--- src/rtl/steering_slew_ctrl_if.sv ---
// steering_slew_ctrl_if
// ---------------------
// Bundles the command side and the Arduino link side of the steering slew
// controller so the controller and its driver can be hooked up as one port.
//
// Signals (WIDTH = bit width of every direction value):
//   targetDirection      requested steering direction, unsigned
//   target_valid         one-cycle strobe that captures targetDirection
//   reset_Pos            one-cycle strobe that requests homing
//   ard_ready            Arduino link accepts the current word
//   targetDirection_Ard  commanded direction sent to the Arduino
//   reset_Pos_Ard        high while homing
//   ard_valid            targetDirection_Ard holds an untransferred word
//   at_target            commanded direction equals goal and controller idle
//   busy                 controller is slewing or homing
//
// Modports:
//   master  the commanding side (drives the strobes and ard_ready)
//   slave   the controller itself
interface steering_slew_ctrl_if #(
  parameter int WIDTH = 9
);
  logic [WIDTH-1:0] targetDirection;
  logic             target_valid;
  logic             reset_Pos;
  logic             ard_ready;
  logic [WIDTH-1:0] targetDirection_Ard;
  logic             reset_Pos_Ard;
  logic             ard_valid;
  logic             at_target;
  logic             busy;

  modport master (
    output targetDirection,
    output target_valid,
    output reset_Pos,
    output ard_ready,
    input  targetDirection_Ard,
    input  reset_Pos_Ard,
    input  ard_valid,
    input  at_target,
    input  busy
  );

  modport slave (
    input  targetDirection,
    input  target_valid,
    input  reset_Pos,
    input  ard_ready,
    output targetDirection_Ard,
    output reset_Pos_Ard,
    output ard_valid,
    output at_target,
    output busy
  );
endinterface

--- src/rtl/steering_slew_ctrl.sv ---
// steering_slew_ctrl
// ------------------
// Rate-limits steering commands toward an Arduino. A requested direction is
// latched as the goal, and the commanded direction (current) walks toward it
// by at most STEP per update tick. A homing request walks current back to
// HOME_POS. The Arduino link is a valid/ready pair; while the link holds off
// an untransferred word, current is frozen and the tick is dropped.
//
// Parameters:
//   WIDTH     bit width of all direction values
//   STEP      maximum change of current per update tick
//   DIV       CLOCK_50 cycles per update tick (DIV >= 1)
//   HOME_POS  direction driven during homing
//   MIN_POS   lower clamp bound (only with STEERING_CLAMP_EN)
//   MAX_POS   upper clamp bound (only with STEERING_CLAMP_EN)
//
// Ports:
//   CLOCK_50  sole clock, all logic on its rising edge
//   reset     synchronous active-high reset
//   bus       steering_slew_ctrl_if.slave (command strobes, Arduino link,
//             status outputs)
//
// Build option:
//   STEERING_CLAMP_EN  when defined, targetDirection is clamped to
//                      [MIN_POS, MAX_POS] before it is loaded into goal.
module steering_slew_ctrl #(
  parameter int WIDTH    = 9,
  parameter int STEP     = 4,
  parameter int DIV      = 2,
  parameter int HOME_POS = 0,
  parameter int MIN_POS  = 0,
  parameter int MAX_POS  = 511
) (
  input  logic                 CLOCK_50,
  input  logic                 reset,
  steering_slew_ctrl_if.slave  bus
);

  localparam int                CNT_W    = (DIV > 1) ? $clog2(DIV) : 1;
  localparam logic [CNT_W-1:0]  CNT_LAST = CNT_W'(DIV - 1);
  localparam logic [WIDTH-1:0]  HOME_VAL = WIDTH'(HOME_POS);
  localparam logic [WIDTH:0]    STEP_VAL = (WIDTH + 1)'(STEP);

  typedef enum logic [1:0] {
    IDLE = 2'd0,
    SLEW = 2'd1,
    HOME = 2'd2
  } state_t;

  state_t           state;
  state_t           state_n;
  logic [WIDTH-1:0] goal;
  logic [WIDTH-1:0] goal_n;
  logic [WIDTH-1:0] current;
  logic [WIDTH-1:0] current_n;
  logic             ard_valid_q;
  logic             ard_valid_n;
  logic [CNT_W-1:0] tick_cnt;
  logic             tick;
  logic             stall;
  logic [WIDTH-1:0] load_val;

  logic [WIDTH:0]   cur_ext;
  logic [WIDTH:0]   goal_ext;
  logic             going_up;
  logic [WIDTH:0]   diff;
  logic [WIDTH:0]   step_amt;
  logic [WIDTH:0]   moved;
  logic             reached;

  // Catch an inverted clamp window at elaboration rather than in the field.
  if (MIN_POS > MAX_POS) begin : g_bad_clamp_bounds
    $error("steering_slew_ctrl: MIN_POS must not exceed MAX_POS");
  end

  // Value that a target_valid strobe loads into goal.
`ifdef STEERING_CLAMP_EN
  localparam logic [WIDTH-1:0] MIN_VAL = WIDTH'(MIN_POS);
  localparam logic [WIDTH-1:0] MAX_VAL = WIDTH'(MAX_POS);

  always_comb begin
    load_val = bus.targetDirection;
    if (bus.targetDirection < MIN_VAL) begin
      load_val = MIN_VAL;
    end else if (bus.targetDirection > MAX_VAL) begin
      load_val = MAX_VAL;
    end
  end
`else
  assign load_val = bus.targetDirection;
`endif

  // Update-tick strobe: the counter free-runs and wraps, so a tick that is
  // swallowed by a link stall is simply gone rather than postponed.
  assign tick  = (tick_cnt == CNT_LAST);
  assign stall = ard_valid_q && !bus.ard_ready;

  // Step toward goal in WIDTH+1 bits; the step is limited to the remaining
  // distance, so the result never passes goal and never wraps around zero
  // or past the top of the range.
  assign cur_ext  = {1'b0, current};
  assign goal_ext = {1'b0, goal};
  assign going_up = (goal_ext > cur_ext);
  assign diff     = going_up ? (goal_ext - cur_ext) : (cur_ext - goal_ext);
  assign step_amt = (diff < STEP_VAL) ? diff : STEP_VAL;
  assign moved    = going_up ? (cur_ext + step_amt) : (cur_ext - step_amt);
  assign reached  = (moved == goal_ext);

  // State, goal, current, link flag and tick counter all update here.
  always_ff @(posedge CLOCK_50) begin
    if (reset) begin
      state       <= IDLE;
      goal        <= '0;
      current     <= '0;
      ard_valid_q <= 1'b0;
      tick_cnt    <= '0;
    end else begin
      state       <= state_n;
      goal        <= goal_n;
      current     <= current_n;
      ard_valid_q <= ard_valid_n;
      tick_cnt    <= tick ? '0 : (tick_cnt + CNT_W'(1));
    end
  end

  // Next-state logic. Homing beats everything else, and a simultaneous
  // target is dropped. A fresh target replaces the goal in that cycle
  // without also stepping, so the first move toward it lands on a later
  // tick. Movement only happens on an unstalled tick.
  always_comb begin
    state_n   = state;
    goal_n    = goal;
    current_n = current;

    if (bus.reset_Pos) begin
      goal_n  = HOME_VAL;
      state_n = HOME;
    end else if (bus.target_valid && (state != HOME)) begin
      goal_n  = load_val;
      state_n = (load_val != current) ? SLEW : IDLE;
    end else if (state != IDLE) begin
      if (current == goal) begin
        state_n = IDLE;
      end else if (tick && !stall) begin
        current_n = moved[WIDTH-1:0];
        if (reached) begin
          state_n = IDLE;
        end
      end
    end
  end

  // A word stays offered until the link takes it; a new step always
  // re-arms the flag even if the previous word is being accepted.
  always_comb begin
    ard_valid_n = ard_valid_q;
    if (current_n != current) begin
      ard_valid_n = 1'b1;
    end else if (ard_valid_q && bus.ard_ready) begin
      ard_valid_n = 1'b0;
    end
  end

  // Status outputs are pure decodes of registered state.
  assign bus.targetDirection_Ard = current;
  assign bus.ard_valid           = ard_valid_q;
  assign bus.reset_Pos_Ard       = (state == HOME);
  assign bus.busy                = (state != IDLE);
  assign bus.at_target           = (state == IDLE) && (current == goal);

endmodule

--- src/flat_wrapper.sv ---
// flat-port wrapper written by rule: the top's interface ports become plain ports
module steering_slew_ctrl_flat 
#(
  parameter int WIDTH    = 9,
  parameter int STEP     = 4,
  parameter int DIV      = 2,
  parameter int HOME_POS = 0,
  parameter int MIN_POS  = 0,
  parameter int MAX_POS  = 511
)
  (CLOCK_50, reset, bus_targetDirection, bus_target_valid, bus_reset_Pos, bus_ard_ready, bus_targetDirection_Ard, bus_reset_Pos_Ard, bus_ard_valid, bus_at_target, bus_busy);
  steering_slew_ctrl_if #(.WIDTH(WIDTH)) bus_i ();
  input  logic CLOCK_50;
  input  logic reset;
  input wire logic [$bits(bus_i.targetDirection)-1:0] bus_targetDirection;
  input wire logic [$bits(bus_i.target_valid)-1:0] bus_target_valid;
  input wire logic [$bits(bus_i.reset_Pos)-1:0] bus_reset_Pos;
  input wire logic [$bits(bus_i.ard_ready)-1:0] bus_ard_ready;
  output wire logic [$bits(bus_i.targetDirection_Ard)-1:0] bus_targetDirection_Ard;
  output wire logic [$bits(bus_i.reset_Pos_Ard)-1:0] bus_reset_Pos_Ard;
  output wire logic [$bits(bus_i.ard_valid)-1:0] bus_ard_valid;
  output wire logic [$bits(bus_i.at_target)-1:0] bus_at_target;
  output wire logic [$bits(bus_i.busy)-1:0] bus_busy;
  assign bus_i.targetDirection = bus_targetDirection;
  assign bus_i.target_valid = bus_target_valid;
  assign bus_i.reset_Pos = bus_reset_Pos;
  assign bus_i.ard_ready = bus_ard_ready;
  assign bus_targetDirection_Ard = bus_i.targetDirection_Ard;
  assign bus_reset_Pos_Ard = bus_i.reset_Pos_Ard;
  assign bus_ard_valid = bus_i.ard_valid;
  assign bus_at_target = bus_i.at_target;
  assign bus_busy = bus_i.busy;
  steering_slew_ctrl #(.WIDTH(WIDTH), .STEP(STEP), .DIV(DIV), .HOME_POS(HOME_POS), .MIN_POS(MIN_POS), .MAX_POS(MAX_POS)) u_core (.CLOCK_50(CLOCK_50), .reset(reset), .bus(bus_i));
endmodule
--- config.mk ---
export PLATFORM = sky130hd
export DESIGN_NAME = steering_slew_ctrl_flat
export DESIGN_NICKNAME = d
export VERILOG_FILES = /design/src/rtl/steering_slew_ctrl_if.sv /design/src/rtl/steering_slew_ctrl.sv /design/src/flat_wrapper.sv
export SDC_FILE = /design/constraint.sdc
export NUM_CORES = 1
export LEC_CHECK = 0
export BUFFER_PORTS_ARGS = -buffer_cell sky130_fd_sc_hd__buf_2
export CORE_ASPECT_RATIO = 1.1
export CORE_MARGIN = 5
export CORE_UTILIZATION = 25
export CTS_CLUSTER_DIAMETER = 60
export DETAILED_ROUTE_END_ITERATION = 6
export PLACE_DENSITY = 0.42
export SLEW_MARGIN = 15
export SYNTH_ARGS = -nofsm -noshare
export SYNTH_HDL_FRONTEND = slang
export SYNTH_SLANG_ARGS = --single-unit
export TNS_END_PERCENT = 10
--- constraint.sdc ---
create_clock -name CLOCK_50 -period 7.59 [get_ports CLOCK_50]
set_input_delay 0.3795 -clock CLOCK_50 [delete_from_list [all_inputs] [get_ports CLOCK_50]]
set_output_delay 0.3795 -clock CLOCK_50 [all_outputs]
set_load 0.005 [all_outputs]
After elaboration in Yosys (flattened, before gate mapping)
Index checks and enable logic that the tools add are counted.
{ "word_totals": {"reg_bits": 22, "elab_cells": 56} }
{ "op_classes": {"magnitude_cmp": 2, "n_mux": 17, "addsub": 5, "n_eq_ne": 6, "n_reduce_logical": 20} }
{ "op_table": {"columns": ["cell", "count"], "rows": [
  ["two-way mux 9 bit", 5],
  ["two-way mux 10 bit", 3],
  ["subtractor 9 x 9 -> 10 bit", 2],
  ["!= test 9 bit", 2],
  ["two-way mux 2 bit", 6],
  ["adder 9 x 10 -> 10 bit", 1],
  ["equality test 10 x 9 -> 1 bit", 1],
  ["< comparator 10 x 3 -> 1 bit (second input constant)", 1],
  ["subtractor 9 x 10 -> 10 bit", 1],
  ["equality test 9 bit", 1],
  ["greater-than comparator 9 bit", 1],
  ["nonzero test 3 bit", 3],
  ["nonzero test 4 bit", 2],
  ["AND reduction 3 bit", 2],
  ["nonzero test 2 bit", 3],
  ["logical AND 1 bit", 5],
  ["OR reduction 2 bit", 2],
  ["two-way mux 1 bit", 3],
  ["equality test 2 bit (second input constant)", 1],
  ["logical NOT 1 bit", 2],
  ["logical NOT 2 bit", 1],
  ["!= test 2 bit (second input constant)", 1],
  ["adder 1 bit (second input constant)", 1]
]} }

Depth between registers and ports, before layout
{ "logic_depth": {"depth_word": 13, "depth_mapped": 26, "mapped_depth_nobuf": 26} }

Worst setup path before layout
OpenSTA, ideal clock, no wires.
{ "synth_timing": {"kind": "register to register", "startpoint": "register u_core.current[5] (netlist: u_core.bus.targetDirection_Ard[5])", "endpoint": "register u_core.state[0]", "stages_incl_launch_ff": 26, "slack_ns": 1.913, "t_required_ns": 7.454, "t_arrival_ns": 5.541, "synth_period_minus_slack_ns": 5.677, "path_cell_list": "dfxtp_1 -> inv_1 -> ha_1 -> buf_4 -> nand4_4 -> a2111oi_4 -> o21ai_4 -> or4_4 -> a32oi_2 -> nand3_1 -> nor2_1 -> inv_1 -> ha_1 -> nand2_1 -> o21a_1 -> inv_1 -> fa_1 -> nand2b_1 -> a21oi_1 -> xor2_1 -> xnor2_1 -> a2111oi_0 -> nand3_1 -> or3_1 -> o41ai_2 -> o32ai_1"} }
{ "synth_via": {"elab_chain_cells": 9, "elab_cells_between_ends": 19} }
{ "synth_lines": {"columns": ["item", "line_no", "rtl"], "rows": [
  ["start, declared", "steering_slew_ctrl.sv:54", "logic [WIDTH-1:0] current;"],
  ["start signal, assigned", "steering_slew_ctrl.sv:120", "current <= current_n;"],
  ["subtractor 9 x 9 -> 10 bit / greater-than comparator 9 bit (equally long branches)", "steering_slew_ctrl.sv:104, steering_slew_ctrl.sv:103", null],
  ["two-way mux 10 bit", "steering_slew_ctrl.sv:104", "assign diff = going_up ? (goal_ext - cur_ext) : (cur_ext - goal_ext);"],
  ["< comparator 10 x 3 -> 1 bit", "steering_slew_ctrl.sv:105", "assign step_amt = (diff < STEP_VAL) ? diff : STEP_VAL;"],
  ["two-way mux 10 bit", "steering_slew_ctrl.sv:105", null],
  ["subtractor 9 x 10 -> 10 bit / adder 9 x 10 -> 10 bit (equally long branches)", "steering_slew_ctrl.sv:106", "assign moved = going_up ? (cur_ext + step_amt) : (cur_ext - step_amt);"],
  ["two-way mux 10 bit", "steering_slew_ctrl.sv:106", null],
  ["equality test 10 x 9 -> 1 bit", "steering_slew_ctrl.sv:107", "assign reached = (moved == goal_ext);"],
  ["nonzero test 3 bit (no source line)", null, null],
  ["AND reduction 3 bit (no source line)", null, null],
  ["end signal, assigned", "steering_slew_ctrl.sv:118", "state <= state_n;"],
  ["end, declared", "steering_slew_ctrl.sv:50", "state_t state;"]
]} }
Parallel ways exist; a longest one is shown, timed or not. The select of a mux whose other input is x is not followed.
A chain may end at the register's enable or synchronous reset.

Worst setup path after layout
{ "layout_timing": {"startpoint": "register u_core.current[7] (netlist: u_core.bus.targetDirection_Ard[7])", "endpoint": "register u_core.state[0]"} }
The elaborated chain is that of the path after synthesis.

==> metrics.yaml <==
status: "completed"
routed_wirelength_um: 8180
synth_top_flop_cell: "sky130_fd_sc_hd__dfxtp_1"
yosys_register_bits: 22
clock-root-buffer: "sky130_fd_sc_hd__clkbuf_16"
timing.critical_path.required_ns: 7.70
io_buffer_count: 26
worstSkewPairLatency_ns: 0.25
synthesis_to_layout_area_growth_pct: 12.0
clock-skew-final_ns: 0.00383
drtIter0Drc: 116
first_pass_grt_wire_length_um: 12900
finalWorstPathRequiredPeriod_ns: 6.52
rsz0062_at_grt: "no"
antenna-diode-count: 0
layout_cell_share_with_drive_strength_beyond_1_pct: 12.9
worst_slew_pin_slew_ns: 0.784
gpl.final_weighted_congestion: 0.822
core_area_mm2: 0.0109
worstHoldPathType: "in2reg"
final.setup.tns_ns: 0
leakage_nw: 1.29
num-nets-final: 410
syn_area_per_cell_um2: 7.93
antenna_found_initial: 0
synth_edf_count: 0
cts-hold-fix-buffers: 0
post_synth_top_area_share_pct: 15.9
timing.final.hold_violations: 0
final_min_period_over_clock_period_pct: 85.9
max_cap_viol_count: 0
setup_viol: 0
cts-resized-gates: 0
drtPass1Iterations: 5
layoutNonFillerInstCount: 511
design.portCount: 27
grt_max_degree: 16
clk_pin_slew_ns: 0.06
timing.critical_path.arrival_ns: 6.63
worst-setup-path-type: "reg2reg"
cts_tree: "done"
postSynthNetCount: 394
slew_viol_final: 0
die_area_mm2: 0.0133
vias: 2483
final_ant_viol_nets: 0
synth_cells: 349
start_kind: "flip-flop"
dp.cells: 507
vias_per_cell: 4.86
cts_made_buffers: 3
finalCoreUtilization_pct: 28.4
vias_in_the_first_global_route: 2412
worst_setup_path_end_kind: "flip-flop"
asyncSetResetFlopFracSynth_pct: 0
remaining_drc_errors: 0
routed_wire_per_std_cell_um: 16.0
maxClockFrequency_mhz: 153
ir_worst_vdd_uv: 119
die_w_um: 110
synth.top_cells.by_area: "sky130_fd_sc_hd__dfxtp_1, sky130_fd_sc_hd__ha_1, sky130_fd_sc_hd__xnor2_1, sky130_fd_sc_hd__mux2i_1, sky130_fd_sc_hd__nor2_1"
rows: 40
initial_utilization_pct: 25.4
power_density_mw_per_mm2: 196
post_synth_instance_area_mm2: 0.00277
maxSlewHeadroom_pct: 47.7
track_usage_pct: 12.3
hold_ws_ns: 0.388
htreeDepth: 1
die_h_um: 120
cts.sinks: 22
hpwl_um: 6820
timing.critical_path.fanout_max: 11
yosys.area.top_type: "sky130_fd_sc_hd__dfxtp_1"
yosysWarningCount: 0
postCtsSetupRepairBufs: 0
grt-ovfl-total: 0
synth_sequential_area_ratio_pct: 15.9
synth.lib_cells_used.distinct: 61
max-clock-path-buffers: 2
-- stage by stage --
| stage | setup slack [ns] | area, µm² | power, W |
|---|---|---|---|
| after detailed placement | 1.10 | 3010 | 0.000486 |
| after floorplan | 1.91 | 2770 | 0.000408 |
| after global routing | 0.580 | 3100 | 0.000648 |
| after CTS | 1.07 | 3100 | 0.000612 |
| final | 1.07 | 3100 | 0.000607 |
| after global placement | 1.18 | 3010 | 0.000489 |
-- layout make-up --
cell class	count	area (µm²)
Fill cell	1251	7810
Multi-Input combinational cell	276	2120
Sequential cell	22	440
Tap cell	147	184
Timing Repair Buffer	27	138
Inverter	35	131
Clock buffer	4	88.8
-- worst paths after layout --
| kind | start | endpoint | slack [ns] | cells past startpoint |
|---|---|---|---|---|
| worst max-delay path | u_core.bus.targetDirection_Ard[7] | u_core.state[0] | 1.07 | 24 |
| worst min-delay path | bus_targetDirection[4] | u_core.goal[4] | 0.39 | 3 |
| worst max register to register | u_core.bus.targetDirection_Ard[7] | u_core.state[0] | 1.07 | 24 |
| worst min register to register | u_core.tick | u_core.tick | 0.42 | 1 |
-- registers in the layout (all words and copies together), names as in the netlist --
register and count:
u_core.bus.ard_valid 1, u_core.goal 9, u_core.tick 1, u_core.bus.targetDirection_Ard 9
u_core.state 2
-- report_power, final --
group | total (W) | leakage, nW | switching (W) | internal [W]
sequential | 0.000126 | 0.179 | 0.00000598 | 0.000120
combinational | 0.000358 | 1.06 | 0.000209 | 0.000150
clock | 0.000122 | 0.0442 | 0.0000420 | 0.0000804
-- worst max-delay path: stages (launching register included) --
cell                        delay [ns]
sky130_fd_sc_hd__dfxtp_1          0.50
sky130_fd_sc_hd__inv_1            0.08
sky130_fd_sc_hd__ha_1             0.57
sky130_fd_sc_hd__nand4_4          0.22
sky130_fd_sc_hd__a2111oi_4        0.40
sky130_fd_sc_hd__o21ai_4          0.15
sky130_fd_sc_hd__or4_4            0.53
sky130_fd_sc_hd__a32oi_2          0.24
sky130_fd_sc_hd__nand3_1          0.26
sky130_fd_sc_hd__nor2_1           0.21
sky130_fd_sc_hd__inv_1            0.06
sky130_fd_sc_hd__ha_1             0.29
sky130_fd_sc_hd__nand2_1          0.06
sky130_fd_sc_hd__o21a_1           0.13
sky130_fd_sc_hd__inv_1            0.06
sky130_fd_sc_hd__fa_1             0.41
sky130_fd_sc_hd__nand2b_1         0.15
sky130_fd_sc_hd__a21oi_1          0.30
sky130_fd_sc_hd__xor2_1           0.34
sky130_fd_sc_hd__xnor2_1          0.10
sky130_fd_sc_hd__a2111oi_0        0.38
sky130_fd_sc_hd__nand3_1          0.12
sky130_fd_sc_hd__or3_1            0.33
sky130_fd_sc_hd__o41ai_2          0.33
sky130_fd_sc_hd__o32ai_1          0.14
-- layout by cell type, fill, tap and decap left out, types with 5 or more instances in the layout --
cell / instances
sky130_fd_sc_hd__a2111oi_0: 5
sky130_fd_sc_hd__a211oi_1: 8
sky130_fd_sc_hd__a21o_1: 9
sky130_fd_sc_hd__a21oi_1: 15
sky130_fd_sc_hd__buf_2: 26
sky130_fd_sc_hd__dfxtp_1: 22
sky130_fd_sc_hd__ha_1: 28
sky130_fd_sc_hd__inv_1: 35
sky130_fd_sc_hd__mux2i_1: 17
sky130_fd_sc_hd__nand2_1: 12
sky130_fd_sc_hd__nand2b_1: 5
sky130_fd_sc_hd__nand3_1: 8
sky130_fd_sc_hd__nor2_1: 41
sky130_fd_sc_hd__nor3_1: 7
sky130_fd_sc_hd__o21ai_0: 11
sky130_fd_sc_hd__or2_2: 5
sky130_fd_sc_hd__xnor2_1: 29
sky130_fd_sc_hd__xor2_1: 14
-- synth_stat cells, types with 5 or more instances --
library cell,n
sky130_fd_sc_hd__xnor2_1,29
sky130_fd_sc_hd__nand2_1,12
sky130_fd_sc_hd__nor2_1,41
sky130_fd_sc_hd__clkbuf_1,7
sky130_fd_sc_hd__nor3_1,7
sky130_fd_sc_hd__a2111oi_0,5
sky130_fd_sc_hd__or2_2,5
sky130_fd_sc_hd__xor2_1,14
sky130_fd_sc_hd__dfxtp_1,22
sky130_fd_sc_hd__mux2i_1,17
sky130_fd_sc_hd__a211oi_1,8
sky130_fd_sc_hd__nand2b_1,5
sky130_fd_sc_hd__nand3_1,8
sky130_fd_sc_hd__ha_1,28
sky130_fd_sc_hd__a21o_1,9
sky130_fd_sc_hd__inv_1,35
sky130_fd_sc_hd__o21ai_0,11
sky130_fd_sc_hd__a21oi_1,15
-- cells by family after synthesis --
| logic type | Yosys count | share of synthesized area (%) |
|---|---|---|
| simple gates | 102 | 18.8 |
| mux | 17 | 6.15 |
| compound gates | 83 | 23.1 |
| xor+xnor | 43 | 13.6 |
| fa+ha+maj | 31 | 14.8 |
| buf+inv | 51 | 7.59 |
| flops | 22 | 15.9 |
-- routing by layer --
metal | vias to the layer above | track usage (%) | part of all wire, %
met4 | 0 | 3.00 | 1.7
met1 | 1156 | 17.5 | 47
met2 | 56 | 20.1 | 48
li1 | 1261 | - | -
met5 | - | 0 | 0
met3 | 10 | 0.747 | 3.4
No activity file was read; power rests on OpenSTA's default activity.
